### src/rtl/xyj_disp.sv
// Display/annunciator stage: converts the washer's 10-bit elapsed count to BCD by
// iterative double-dabble and drives a multiplexed 4-digit 7-segment display plus alarm buzzer.
module xyj_disp #(
  parameter int unsigned SCAN_DIV = 50000,
  parameter int unsigned BUZZ_DIV = 25000000
) (
  input  logic       cp,
  input  logic       R,
  input  logic [9:0] count,
  input  logic       BJ,
  output logic [6:0] seg,
  output logic [3:0] an,
  output logic       buzz,
  output logic       busy
);

  localparam int unsigned ScanW = $clog2(SCAN_DIV);
  localparam int unsigned BuzzW = $clog2(BUZZ_DIV);
  localparam logic [ScanW-1:0] ScanMax = ScanW'(SCAN_DIV - 1);
  localparam logic [BuzzW-1:0] BuzzMax = BuzzW'(BUZZ_DIV - 1);

  typedef enum logic [1:0] {StIdle, StShift, StDone} state_e;

  state_e      state_q, state_d;
  logic [25:0] sh_q, sh_d;
  logic [3:0]  bit_q, bit_d;
  logic [9:0]  cnt_last_q, cnt_last_d;
  logic        valid_q, valid_d;
  logic [15:0] bcd_q, bcd_d;
  logic [25:0] sh_adj;

  logic [ScanW-1:0] scan_q;
  logic [1:0]       idx_q;
  logic [BuzzW-1:0] bdiv_q;
  logic             phase_q;
  logic [3:0]       blank;
  logic [3:0]       digit;

  function automatic logic [15:0] add3(input logic [15:0] b);
    logic [15:0] r;
    r = b;
    for (int i = 0; i < 4; i++) begin
      if (r[4*i +: 4] >= 4'd5) r[4*i +: 4] = r[4*i +: 4] + 4'd3;
    end
    return r;
  endfunction

  function automatic logic [6:0] decode(input logic [3:0] d);
    case (d)
      4'd0:    decode = 7'h40;
      4'd1:    decode = 7'h79;
      4'd2:    decode = 7'h24;
      4'd3:    decode = 7'h30;
      4'd4:    decode = 7'h19;
      4'd5:    decode = 7'h12;
      4'd6:    decode = 7'h02;
      4'd7:    decode = 7'h78;
      4'd8:    decode = 7'h00;
      4'd9:    decode = 7'h10;
      default: decode = 7'h7F;
    endcase
  endfunction

  // Correct the BCD field before each shift so nibbles carry properly.
  assign sh_adj = {add3(sh_q[25:10]), sh_q[9:0]};

  always_comb begin
    state_d    = state_q;
    sh_d       = sh_q;
    bit_d      = bit_q;
    cnt_last_d = cnt_last_q;
    valid_d    = valid_q;
    bcd_d      = bcd_q;
    case (state_q)
      StIdle: begin
        if (!valid_q || count != cnt_last_q) begin
          sh_d       = {16'b0, count};
          cnt_last_d = count;
          bit_d      = 4'd0;
          state_d    = StShift;
        end
      end
      StShift: begin
        sh_d = {sh_adj[24:0], 1'b0};
        if (bit_q == 4'd9) state_d = StDone;
        else               bit_d   = bit_q + 4'd1;
      end
      StDone: begin
        bcd_d   = sh_q[25:10];
        valid_d = 1'b1;
        state_d = StIdle;
      end
      default: state_d = StIdle;
    endcase
  end

  // Leading-zero blanking; everything blank until the first commit.
  always_comb begin
    blank[3] = (bcd_q[15:12] == 4'd0);
    blank[2] = blank[3] && (bcd_q[11:8] == 4'd0);
    blank[1] = blank[2] && (bcd_q[7:4] == 4'd0);
    blank[0] = 1'b0;
    if (!valid_q) blank = 4'hF;
    digit = bcd_q[{idx_q, 2'b00} +: 4];
  end

  always_ff @(posedge cp) begin
    if (R) begin
      state_q    <= StIdle;
      sh_q       <= '0;
      bit_q      <= '0;
      cnt_last_q <= '0;
      valid_q    <= 1'b0;
      bcd_q      <= '0;
      busy       <= 1'b0;
      scan_q     <= '0;
      idx_q      <= '0;
      bdiv_q     <= '0;
      phase_q    <= 1'b1;
      seg        <= 7'h7F;
      an         <= 4'hF;
      buzz       <= 1'b0;
    end else begin
      state_q    <= state_d;
      sh_q       <= sh_d;
      bit_q      <= bit_d;
      cnt_last_q <= cnt_last_d;
      valid_q    <= valid_d;
      bcd_q      <= bcd_d;
      busy       <= (state_d != StIdle);

      if (scan_q == ScanMax) begin
        scan_q <= '0;
        idx_q  <= idx_q + 2'd1;
      end else begin
        scan_q <= scan_q + 1'b1;
      end

      if (BJ) begin
        if (bdiv_q == BuzzMax) begin
          bdiv_q  <= '0;
          phase_q <= ~phase_q;
        end else begin
          bdiv_q <= bdiv_q + 1'b1;
        end
      end else begin
        bdiv_q  <= '0;
        phase_q <= 1'b1;
      end

      seg  <= blank[idx_q] ? 7'h7F : decode(digit);
      an   <= phase_q ? ~(4'b0001 << idx_q) : 4'hF;
      buzz <= BJ && phase_q;
    end
  end

endmodule
### config.mk
export PLATFORM = sky130hd
export DESIGN_NAME = xyj_disp
export DESIGN_NICKNAME = d
export VERILOG_FILES = /design/src/rtl/xyj_disp.sv
export SDC_FILE = /design/constraint.sdc
export NUM_CORES = 1
export LEC_CHECK = 0
export BUFFER_PORTS_ARGS = -buffer_cell sky130_fd_sc_hd__clkbuf_2
export CAP_MARGIN = 20
export CORE_UTILIZATION = 60
export CTS_CLUSTER_SIZE = 10
export DETAILED_ROUTE_END_ITERATION = 8
export PLACE_DENSITY = 0.78
export SETUP_SLACK_MARGIN = 0.05
export SLEW_MARGIN = 0
export SYNTH_ARGS = -nofsm -noshare
export SYNTH_HDL_FRONTEND = slang
export SYNTH_SLANG_ARGS = --single-unit
### constraint.sdc
create_clock -name cp -period 5.26 [get_ports cp]
set_clock_uncertainty 0.2 [all_clocks]
set_input_delay 0.526 -clock cp [delete_from_list [all_inputs] [get_ports cp]]
set_output_delay 0.526 -clock cp [all_outputs]
set_load 0.03 [all_outputs]
==> flow_metrics.py <==
metrics = {
    "drt": {
        "routed-via-count": 5534,
        "drc": 0,
        "antenna_left": 0,
        "wire_per_inst_microns": 16.4,
        "first_iter_violations": 512,
        "drt-total-wl_mm": 14.5,
        "first_pass_iters": 6,
        "vias_per_cell": 6.25,
    },
    "global_routing": {
        "grt_pass1_vias": 5086,
        "grt_usage": 0.293,
        "grt_max_degree": 63,
        "antenna_found_initial": 0,
        "grt_overflow_total": 0,
        "grt_pass1_wl_mm": 23.8,
    },
    "clock_network": {
        "cts_tree": "done",
        "clock_latency_ns": 0.53,
        "cts_num_sinks": 116,
        "cts-resized-gates": 0,
        "cts_buffer_depth": 2,
        "cts_setup_buffers": 0,
        "root_buffer": "clkbuf_8",
        "cts_buffers": 17,
        "h-tree-depth": 4,
        "path_clk_slew_ns": 0.06,
        "hold_buffers": 0,
    },
    "synth": {
        "ys_top_cells_by_area": "dfxtp_1, nand2_1, a21oi_1, ha_1, nand3_1",
        "synth.cell_area_sq_mm": 0.00600,
        "synth_seq_cells": 116,
        "synthArstFlopShare": 0,
        "synthXorXnorAreaFrac": 0.0599,
        "syn-num-nets": 765,
        "synth_edf_count": 0,
        "synth_top_family_by_area": "simple AND/OR/NAND/NOR gates",
        "synthAdderAreaFrac": 0.0438,
        "avgSynthCellArea_sq_um": 8.21,
        "postSynthCellCount": 731,
        "synth_mux_area_frac": 0.0204,
        "ys.flop_type": "dfxtp_1",
        "synth-simple-area-share": 0.264,
        "synth_largest_area_cell": "dfxtp_1",
        "synth_cell_types": 58,
        "yosysSeqAreaShare": 0.387,
        "synth_warnings": 0,
        "synth_top_area_frac": 0.387,
        "synth_compound_area_frac": 0.178,
    },
    "floorplan": {
        "dieHeight_microns": 102,
        "num_rows": 36,
        "core-area_sq_mm": 0.00973,
        "die_x_microns": 102,
        "die_area_sq_mm": 0.0104,
        "io-pin-count": 26,
        "start_util": 0.617,
    },
    "power_and_ir_drop": {
        "leakagePower_nw": 2.30,
        "combPwrFrac": 0.082,
        "p_int_mw": 1.80,
        "sequentialPowerShare": 0.395,
        "power_frac_clock": 0.523,
        "switching_share": 0.239,
        "p_per_area_mw_per_mm2": 346,
        "ir_worst_vdd_mv": 0.317,
        "switchingPower_mw": 0.566,
    },
    "timing": {
        "setup_tns_ns": 0,
        "hold_violations": 0,
        "tightest_slew_ns": 1.10,
        "relSlewSlack": 0.264,
        "finalWorstSetupSlack_ns": 2.82,
        "fin_crit_ns": 2.44,
        "maxSlewViolCount": 0,
        "fmax_mhz": 410,
        "rsz0062_at_grt": "no",
        "setup_viol": 0,
        "fin_crit_sh": 0.464,
    },
    "placed_design": {
        "placedCellCount": 851,
        "gp_congestion": 0.900,
        "dp_slack_ns": 2.59,
        "place.port_buffers": 25,
        "hpwl_mm": 9.15,
    },
    "run_status": {
        "outcome": "completed",
    },
    "worst_hold_path": {
        "worstHoldPathType": "in -> reg",
    },
    "cells_and_area": {
        "nets": 773,
        "finalNonFillerCells": 885,
        "syn_to_final_growth_pct": 13.9,
        "num_antenna_cells": 0,
        "nFillCells": 794,
        "layout-drive-gt1-share": 0.109,
    },
    "worst_setup_path": {
        "critPathKind": "reg -> reg",
        "critPathArrivalTime_ns": 2.68,
        "worst_setup_path_start_kind": "flip-flop",
        "end_kind": "flip-flop",
        "cp_max_fo": 14,
        "crit_required_ns": 5.50,
    },
    "run": {
        "maxCapViolations": 0,
    },
}
-- area by class of cell --
cell class / instances / area (sq um) / area share
repair buffers: 34 / 196 / 0.0288
clock inverters: 14 / 209 / 0.0306
multi-input cells: 543 / 3410 / 0.499
flip-flops and latches: 116 / 2320 / 0.340
well taps: 133 / 166 / 0.0244
clock buffers: 18 / 428 / 0.0627
inverters: 27 / 101 / 0.0148
-- worst max-delay path: stages, from the launching register on --
cell	delay, ns
dfxtp_1	0.33
xor2_1	0.21
nor4b_4	0.75
a41oi_2	0.50
a311oi_1	0.36
-- placed cells by master (no fill, tap or decap), types with 14 or more instances in the layout --
cell type / count
o21ai_0: 31
nand3_1: 43
nor2_1: 48
clkbuf_2: 25
nand2_1: 86
a21oi_1: 56
xnor2_1: 22
nor2b_1: 16
dfxtp_1: 116
nor3_1: 14
xor2_1: 19
a31oi_1: 17
nand4_1: 26
clkbuf_16: 16
inv_1: 26
ha_1: 21
-- cell families after synthesis --
| logic type | count (synthesis) |
|---|---|
| AO/OA/AOI/OAI | 169 |
| XOR/XNOR | 41 |
| adder cells (fa/ha/maj) | 21 |
| buffers and inverters | 72 |
| flip-flops | 116 |
| multiplexers | 7 |
| AND/OR/NAND/NOR | 305 |
-- cell usage after synthesis, types with 14 or more instances --
cell	instances
xor2_1	19
inv_1	26
clkbuf_1	37
ha_1	21
a21oi_1	56
nand4_1	26
nand2_1	86
dfxtp_1	116
nor2b_1	16
nor3_1	14
nor2_1	48
a31oi_1	17
xnor2_1	22
o21ai_0	31
nand3_1	43
-- path summary, 6_finish.rpt --
kind	slack, ns	endpoint	depth (start not counted)	start
min	0.03	cnt_last_q[0]	2	R
min reg2reg	0.26	bcd_q[0]	2	bcd_q[0]
max reg2reg	2.82	sh_q[24]	4	cnt_last_q[0]
max	2.82	sh_q[24]	4	cnt_last_q[0]
-- sequential cells by signal, indices dropped and copies added (netlist names), 2 cells and up --
signal      cells
sh_q           26
scan_q         16
idx_q           2
an              4
state_q         2
cnt_last_q     10
seg             7
bcd_q          16
bdiv_q         25
bit_q           4
-- layer usage --
metal | track usage | vias up | part of all wire
met1 | 0.370 | 2640 | 0.43
li1 | - | 2669 | -
met3 | 0.0780 | 35 | 0.060
met4 | 0.124 | 0 | 0.021
met5 | 0 | - | 0
met2 | 0.471 | 190 | 0.49
-- power groups by stage --
| stage | registers [mW] | logic, mW | clock network (mW) |
|---|---|---|---|
| after floorplan | 0.948 | 0.134 | 0 |
| after global placement | 0.950 | 0.176 | 0 |
| after detailed placement | 0.952 | 0.182 | 0 |
| after CTS | 0.934 | 0.185 | 1.25 |
| after global routing | 0.938 | 0.209 | 1.29 |
| final | 0.935 | 0.194 | 1.24 |
-- metrics by stage --
step | hold WS [ns] | total power [mW] | util | area, sq um
after floorplan | 0.226 | 1.08 | - | 6000
after global placement | 0.234 | 1.13 | 0.635 | 6170
after detailed placement | 0.253 | 1.13 | 0.635 | 6170
after CTS | 0.0220 | 2.37 | 0.700 | 6810
after global routing | 0.0355 | 2.44 | 0.702 | 6830
final | 0.0332 | 2.37 | 0.702 | 6830
Note: power is estimated with default switching activity, not from simulation.
